## config.mk

```make
export PLATFORM = sky130hd
export DESIGN_NAME = mem_read_arbiter
export DESIGN_NICKNAME = d
export VERILOG_FILES = /design/src/rtl/mem_read_arbiter.sv
export SDC_FILE = /design/constraint.sdc
export NUM_CORES = 1
export LEC_CHECK = 0
export ABC_AREA = 0
export BUFFER_PORTS_ARGS = -buffer_cell sky130_fd_sc_hd__buf_2
export CAP_MARGIN = 20
export CORE_MARGIN = 5
export CORE_UTILIZATION = 41
export DETAILED_ROUTE_END_ITERATION = 6
export GPL_TIMING_DRIVEN = 0
export PLACE_DENSITY = 0.77
export SETUP_SLACK_MARGIN = 0.1
export SLEW_MARGIN = 25
export SYNTH_ARGS = -nofsm -noshare
export SYNTH_HDL_FRONTEND = slang
export SYNTH_SLANG_ARGS = --single-unit
```

## constraint.sdc

```tcl
create_clock -name clk -period 1.7 [get_ports clk]
set_input_delay 0.17 -clock clk [delete_from_list [all_inputs] [get_ports clk]]
set_output_delay 0.17 -clock clk [all_outputs]
set_load 0.01 [all_outputs]
```

## src/rtl/mem_read_arbiter.sv

```systemverilog
// Round-robin burst read scheduler for a single combinational-read word memory.
// Grants one requester at a time and streams its words out through a valid/ready register.
module mem_read_arbiter #(
  parameter int NUM_REQ = 4,
  parameter int ADDR_W  = 10,
  parameter int DEPTH   = 128,
  parameter int DATA_W  = 32,
  parameter int LEN_W   = 8,
  parameter int ID_W    = 2
) (
  input  logic                      clk,
  input  logic                      rst,
  input  logic [NUM_REQ-1:0]        req_valid,
  input  logic [NUM_REQ*ADDR_W-1:0] req_addr,
  input  logic [NUM_REQ*LEN_W-1:0]  req_len,
  output logic [NUM_REQ-1:0]        req_ready,
  output logic [ADDR_W-1:0]         mem_adr,
  output logic                      mem_w_r_en,
  input  logic [DATA_W-1:0]         mem_read_data,
  output logic                      rd_valid,
  output logic [DATA_W-1:0]         rd_data,
  output logic [ID_W-1:0]           rd_id,
  output logic                      rd_last,
  input  logic                      rd_ready
);

  localparam int AW = (DEPTH > 1) ? $clog2(DEPTH) : 1;
  localparam int SW = ID_W + 1;

  typedef enum logic {
    IDLE = 1'b0,
    READ = 1'b1
  } state_t;

  state_t            state_q, state_d;
  logic [ID_W-1:0]   rr_ptr_q, rr_ptr_d;
  logic [ID_W-1:0]   cur_id_q, cur_id_d;
  logic [AW-1:0]     cur_addr_q, cur_addr_d;
  logic [LEN_W-1:0]  cnt_q, cnt_d;
  logic              rd_valid_q, rd_valid_d;
  logic [DATA_W-1:0] rd_data_q, rd_data_d;
  logic [ID_W-1:0]   rd_id_q, rd_id_d;
  logic              rd_last_q, rd_last_d;

  logic [AW-1:0]     start_addr [NUM_REQ];
  logic [LEN_W-1:0]  start_len  [NUM_REQ];
  logic              grant_vld;
  logic [ID_W-1:0]   grant_idx;
  logic [SW-1:0]     scan_sum;
  logic [ID_W-1:0]   scan_idx;
  logic              load;
  logic              addr_unused;

  // Only the low log2(DEPTH) address bits reach the memory.
  assign addr_unused = ^req_addr;

  always_comb begin
    for (int i = 0; i < NUM_REQ; i++) begin
      start_addr[i] = req_addr[i*ADDR_W +: AW];
      start_len[i]  = req_len[i*LEN_W +: LEN_W];
    end
  end

  // Scan from the highest offset down so the nearest set bit above rr_ptr wins.
  always_comb begin
    grant_vld = 1'b0;
    grant_idx = '0;
    scan_sum  = '0;
    scan_idx  = '0;
    for (int k = NUM_REQ-1; k >= 0; k--) begin
      scan_sum = {1'b0, rr_ptr_q} + SW'(k);
      if (scan_sum >= SW'(NUM_REQ)) begin
        scan_sum = scan_sum - SW'(NUM_REQ);
      end
      scan_idx = scan_sum[ID_W-1:0];
      if (req_valid[scan_idx]) begin
        grant_vld = 1'b1;
        grant_idx = scan_idx;
      end
    end
  end

  assign load = (state_q == READ) && (!rd_valid_q || rd_ready);

  always_comb begin
    state_d    = state_q;
    rr_ptr_d   = rr_ptr_q;
    cur_id_d   = cur_id_q;
    cur_addr_d = cur_addr_q;
    cnt_d      = cnt_q;
    rd_valid_d = rd_valid_q;
    rd_data_d  = rd_data_q;
    rd_id_d    = rd_id_q;
    rd_last_d  = rd_last_q;
    req_ready  = '0;
    mem_adr    = '0;
    mem_w_r_en = 1'b1;

    if (rd_valid_q && rd_ready) begin
      rd_valid_d = 1'b0;
    end

    case (state_q)
      IDLE: begin
        // Masked during reset so no requester drops a request that is never latched.
        if (grant_vld && !rst) begin
          req_ready[grant_idx] = 1'b1;
          cur_addr_d = start_addr[grant_idx];
          cnt_d      = start_len[grant_idx];
          cur_id_d   = grant_idx;
          rr_ptr_d   = (grant_idx == ID_W'(NUM_REQ-1)) ? '0 : grant_idx + ID_W'(1);
          state_d    = READ;
        end
      end
      READ: begin
        mem_adr    = ADDR_W'(cur_addr_q);
        mem_w_r_en = 1'b0;
        if (load) begin
          rd_data_d  = mem_read_data;
          rd_id_d    = cur_id_q;
          rd_last_d  = (cnt_q == '0);
          rd_valid_d = 1'b1;
          cur_addr_d = cur_addr_q + AW'(1);
          if (cnt_q == '0) begin
            state_d = IDLE;
          end else begin
            cnt_d = cnt_q - LEN_W'(1);
          end
        end
      end
      default: state_d = IDLE;
    endcase
  end

  always_ff @(posedge clk) begin
    if (rst) begin
      state_q    <= IDLE;
      rr_ptr_q   <= '0;
      cur_id_q   <= '0;
      cur_addr_q <= '0;
      cnt_q      <= '0;
      rd_valid_q <= 1'b0;
      rd_data_q  <= '0;
      rd_id_q    <= '0;
      rd_last_q  <= 1'b0;
    end else begin
      state_q    <= state_d;
      rr_ptr_q   <= rr_ptr_d;
      cur_id_q   <= cur_id_d;
      cur_addr_q <= cur_addr_d;
      cnt_q      <= cnt_d;
      rd_valid_q <= rd_valid_d;
      rd_data_q  <= rd_data_d;
      rd_id_q    <= rd_id_d;
      rd_last_q  <= rd_last_d;
    end
  end

  assign rd_valid = rd_valid_q;
  assign rd_data  = rd_data_q;
  assign rd_id    = rd_id_q;
  assign rd_last  = rd_last_q;

endmodule

```

==> results by group <==
Status
  – Outcome: finished with violations
  – Failing checks: setup timing

GRT
  – Antenna violations before repair: 0
  – Congestion Overflow GR: 0
  – Largest net degree at the start of global routing: 20
  – Vias in the first global route: 3254
  – Global-route wire length before repair: 14.9 mm
  – Total global-route track usage: 20.4%

Power
  – Power density cells: 1020 nW/um2
  – LEAKAGE: 2.03 nW
  – Worst vdd ir: 0.000485 V

Die
  – Die area: 9080 um2
  – Initial core utilization: 41.6%
  – Die Height: 95.3 um
  – IO Pins: 162
  – Die X: 95.3 um
  – Core Rows: 31
  – Core area: 7180 um2

Yosys
  – Number of flops mapped to enable cells by yosys: 0
  – Yosys cell types: 57
  – Yosys warns: 0
  – Synth top area share: 37.6%
  – Main area contributors after synthesis: dfxtp_1 (38%), nand2_1 (10%), a21oi_1 (8.4%)
  – Sequential share of the synthesized area: 37.6%
  – Synth Cell Area: 2980 um2
  – Post-synth top area cell: dfxtp_1
  – Syn Inst Count: 369
  – #FFs+latches synth: 56
  – Synth async-reset ratio: 0%
  – Top FF cell, synth: dfxtp_1
  – Avg Inst Size Synth: 8.08 um2

Worst setup path
  – Crit path from: rr_ptr_q[0]$_SDFFE_PP0P_
  – Worst setup SP type: flip-flop
  – CP max stage delay: 0.35 ns
  – WP data arrival: 1.75 ns
  – R2R cell count: 9
  – Reg2reg end: cnt_q[5]$_SDFFE_PP0P_
  – Reg2Reg Launch Point: rr_ptr_q[0]$_SDFFE_PP0P_
  – Cell mode on critical path: buf_12
  – Cell Chain, Critical Path: nor2b_2 -> o21a_1 -> nor3_2 -> buf_6 -> buf_12 -> buf_12 -> ha_4 -> and2_1 -> buf_2
  – Reg2Reg Setup Slack: -0.18 ns
  – Worst setup path category: reg -> out
  – CP Capture Type: output port
  – CP max stage cell: dfxtp_2
  – Data required, critical path: 1.53 ns
  – CP max FO: 4

Timing
  – Fin crit period: 1.92 ns
  – Pins Over Slew Limit: 0
  – Clock Skew: 0.0175 ns
  – Worst slew pin tran: 0.611 ns
  – Final setup margin: -0.219 ns
  – RSZ-0062 raised after global routing: true
  – Setup Viol. Count Final: 17
  – Final hold violations: 0
  – Period utilization: 113%
  – Worst relative slew slack: 59.3%
  – Fmax achieved: 0.521 GHz
  – WHS: 0.0799 ns

Placement
  – GPL Wtd Cong: 0.842
  – Number of I/O port buffers: 146
  – Place WS: -0.336 ns
  – DP Area: 3870 um2
  – Detailed Place HPWL: 7.23 mm
  – Placed cell count: 616

Clock tree
  – Htree depth: 2
  – CTS Buf Count: 5
  – CTS sink cnt: 56
  – Clk buf depth: 2
  – Post-CTS Hold Fix Bufs: 0
  – Clock Pin Slew Worst Setup and Hold Paths: 0.12 ns
  – Clock Tree Root: clkbuf_8
  – Clk Latency, worst-skew pair: 0.31 ns
  – TritonCTS clock tree: built

Cells and area
  – Ant diodes: 0
  – Fill count: 661
  – Area growth syn-to-layout: 44.4%
  – Fraction of layout cells with a size suffix above 1: 43.5%
  – Most frequent cells in the layout: buf_2 (151), nand2_1 (80), dfxtp_1 (52)
  – Core Util, Final: 60.0%
  – Final std cells w/o fill: 644
  – NumNets Final: 659
  – Post-route cell area: 4310 um2
  – Commonest non-fill, non-tap cell in the layout: buf_2

Route
  – Post-route DRC violation count: 0
  – Drt wl/cell: 15.0 um
  – Total wire length: 9.64 mm
  – Starting DRT DRC Count: 173
  – Vias per cell: 5.20
  – Routed Antenna Nets: 0
  – Vias: 3348
  – Pre-Repair DR Iteration Count: 5

Min path
  – Min-delay worst type: in -> reg
  – Hold endpoint: rd_data[16]$_SDFFE_PP0P_
  – Worst hold stages: 3
  – Min-delay src: mem_read_data[16]

Run
  – Max-Cap Viols: 0
-- flip-flops by register name, summed over array words and instances (netlist names) --
register,flops
rr_ptr_q,2
rd_id,2
state_q,1
cur_id_q,2
rd_last,1
rd_data,32
cnt_q,8
rd_valid,1
cur_addr_q,7
-- synthesized netlist by cell type (6+ instances only) --
library cell and instances:
clkbuf_1 10, nand2_1 81, a21oi_1 50, mux2_2 6
and2_1 7, buf_4 6, dfxtp_1 56, mux2i_1 25
inv_1 7, nor2_1 16, o21ai_0 14
-- metal layers --
| metal | GRT usage, % | vias up | routed length, um |
|---|---|---|---|
| li1 | - | 1634 | - |
| met1 | 24.3 | 1574 | 3790 |
| met2 | 38.3 | 126 | 5240 |
| met3 | 2.92 | 14 | 480 |
| met4 | 4.33 | 0 | 135 |
| met5 | 0 | - | 0 |
-- repair_timing --
action / 4_1_cts / 5_1_grt
pin swaps: 12 / 7
buffers inserted: 19 / 1
resized for setup: 35 / 24
setup endpoints to repair: 54 / 57
-- worst max-delay path: cells and delay by family, from the launching register on --
kind | cells | cell delay [ns]
AO/OA/AOI/OAI | 1 | 0.15
buffers and inverters | 4 | 0.50
AND/OR/NAND/NOR | 3 | 0.31
flip-flops | 1 | 0.35
adder cells (fa/ha/maj) | 1 | 0.14
-- how the worst max path moves through the flow --
stage | endpoint | slack [ns] | cells after the start
after floorplan | cnt_q[2]$_SDFFE_PP0P_ | -0.07 | 8
after global placement | cnt_q[6]$_SDFFE_PP0P_ | -0.28 | 9
after detailed placement | cnt_q[6]$_SDFFE_PP0P_ | -0.34 | 9
after CTS | req_ready[3] | -0.22 | 9
after global routing | req_ready[3] | -0.29 | 9
final | req_ready[3] | -0.22 | 9
-- cells by family (layout without fill, tap and decap cells) --
family	Yosys count	in the layout	share of synthesized area (%)
buf+inv	35	209	6.38
compound gates	100	100	21.4
mux	31	31	10.7
fa+ha+maj	4	4	1.68
simple gates	141	141	21.9
other cells	1	3	0.126
xor+xnor	1	1	0.294
flops	56	56	37.6
-- per-stage QoR --
stage / setup TNS (ns) / power, mW
2_1_floorplan: -0.120 / 2.79
5_1_grt: -3.46 / 4.72
3_3_place_gp: -4.23 / 3.23
6_report: -1.80 / 4.41
4_1_cts: -1.64 / 4.34
3_5_place_dp: -6.99 / 3.29
-- power by group --
group	internal [mW]	leakage, nW	switching [mW]	total (mW)
combinational	0.972	1.51	0.995	1.97
sequential	1.52	0.463	0.170	1.69
clock	0.305	0.0491	0.457	0.762
total	2.79	2.03	1.62	4.41
-- layout make-up --
| type | instances | area (um2) | share of cell area [%] |
|---|---|---|---|
| clock buffers | 5 | 68.8 | 1.60 |
| plain buffers | 28 | 225 | 5.23 |
| inverters | 7 | 26.3 | 0.610 |
| clock inverters | 3 | 26.3 | 0.610 |
| flip-flops and latches | 56 | 1130 | 26.2 |
| multi-input cells | 280 | 1810 | 42.0 |
| repair buffers | 166 | 900 | 20.9 |
| well taps | 99 | 124 | 2.88 |
No activity file was read; power rests on OpenSTA's default activity.
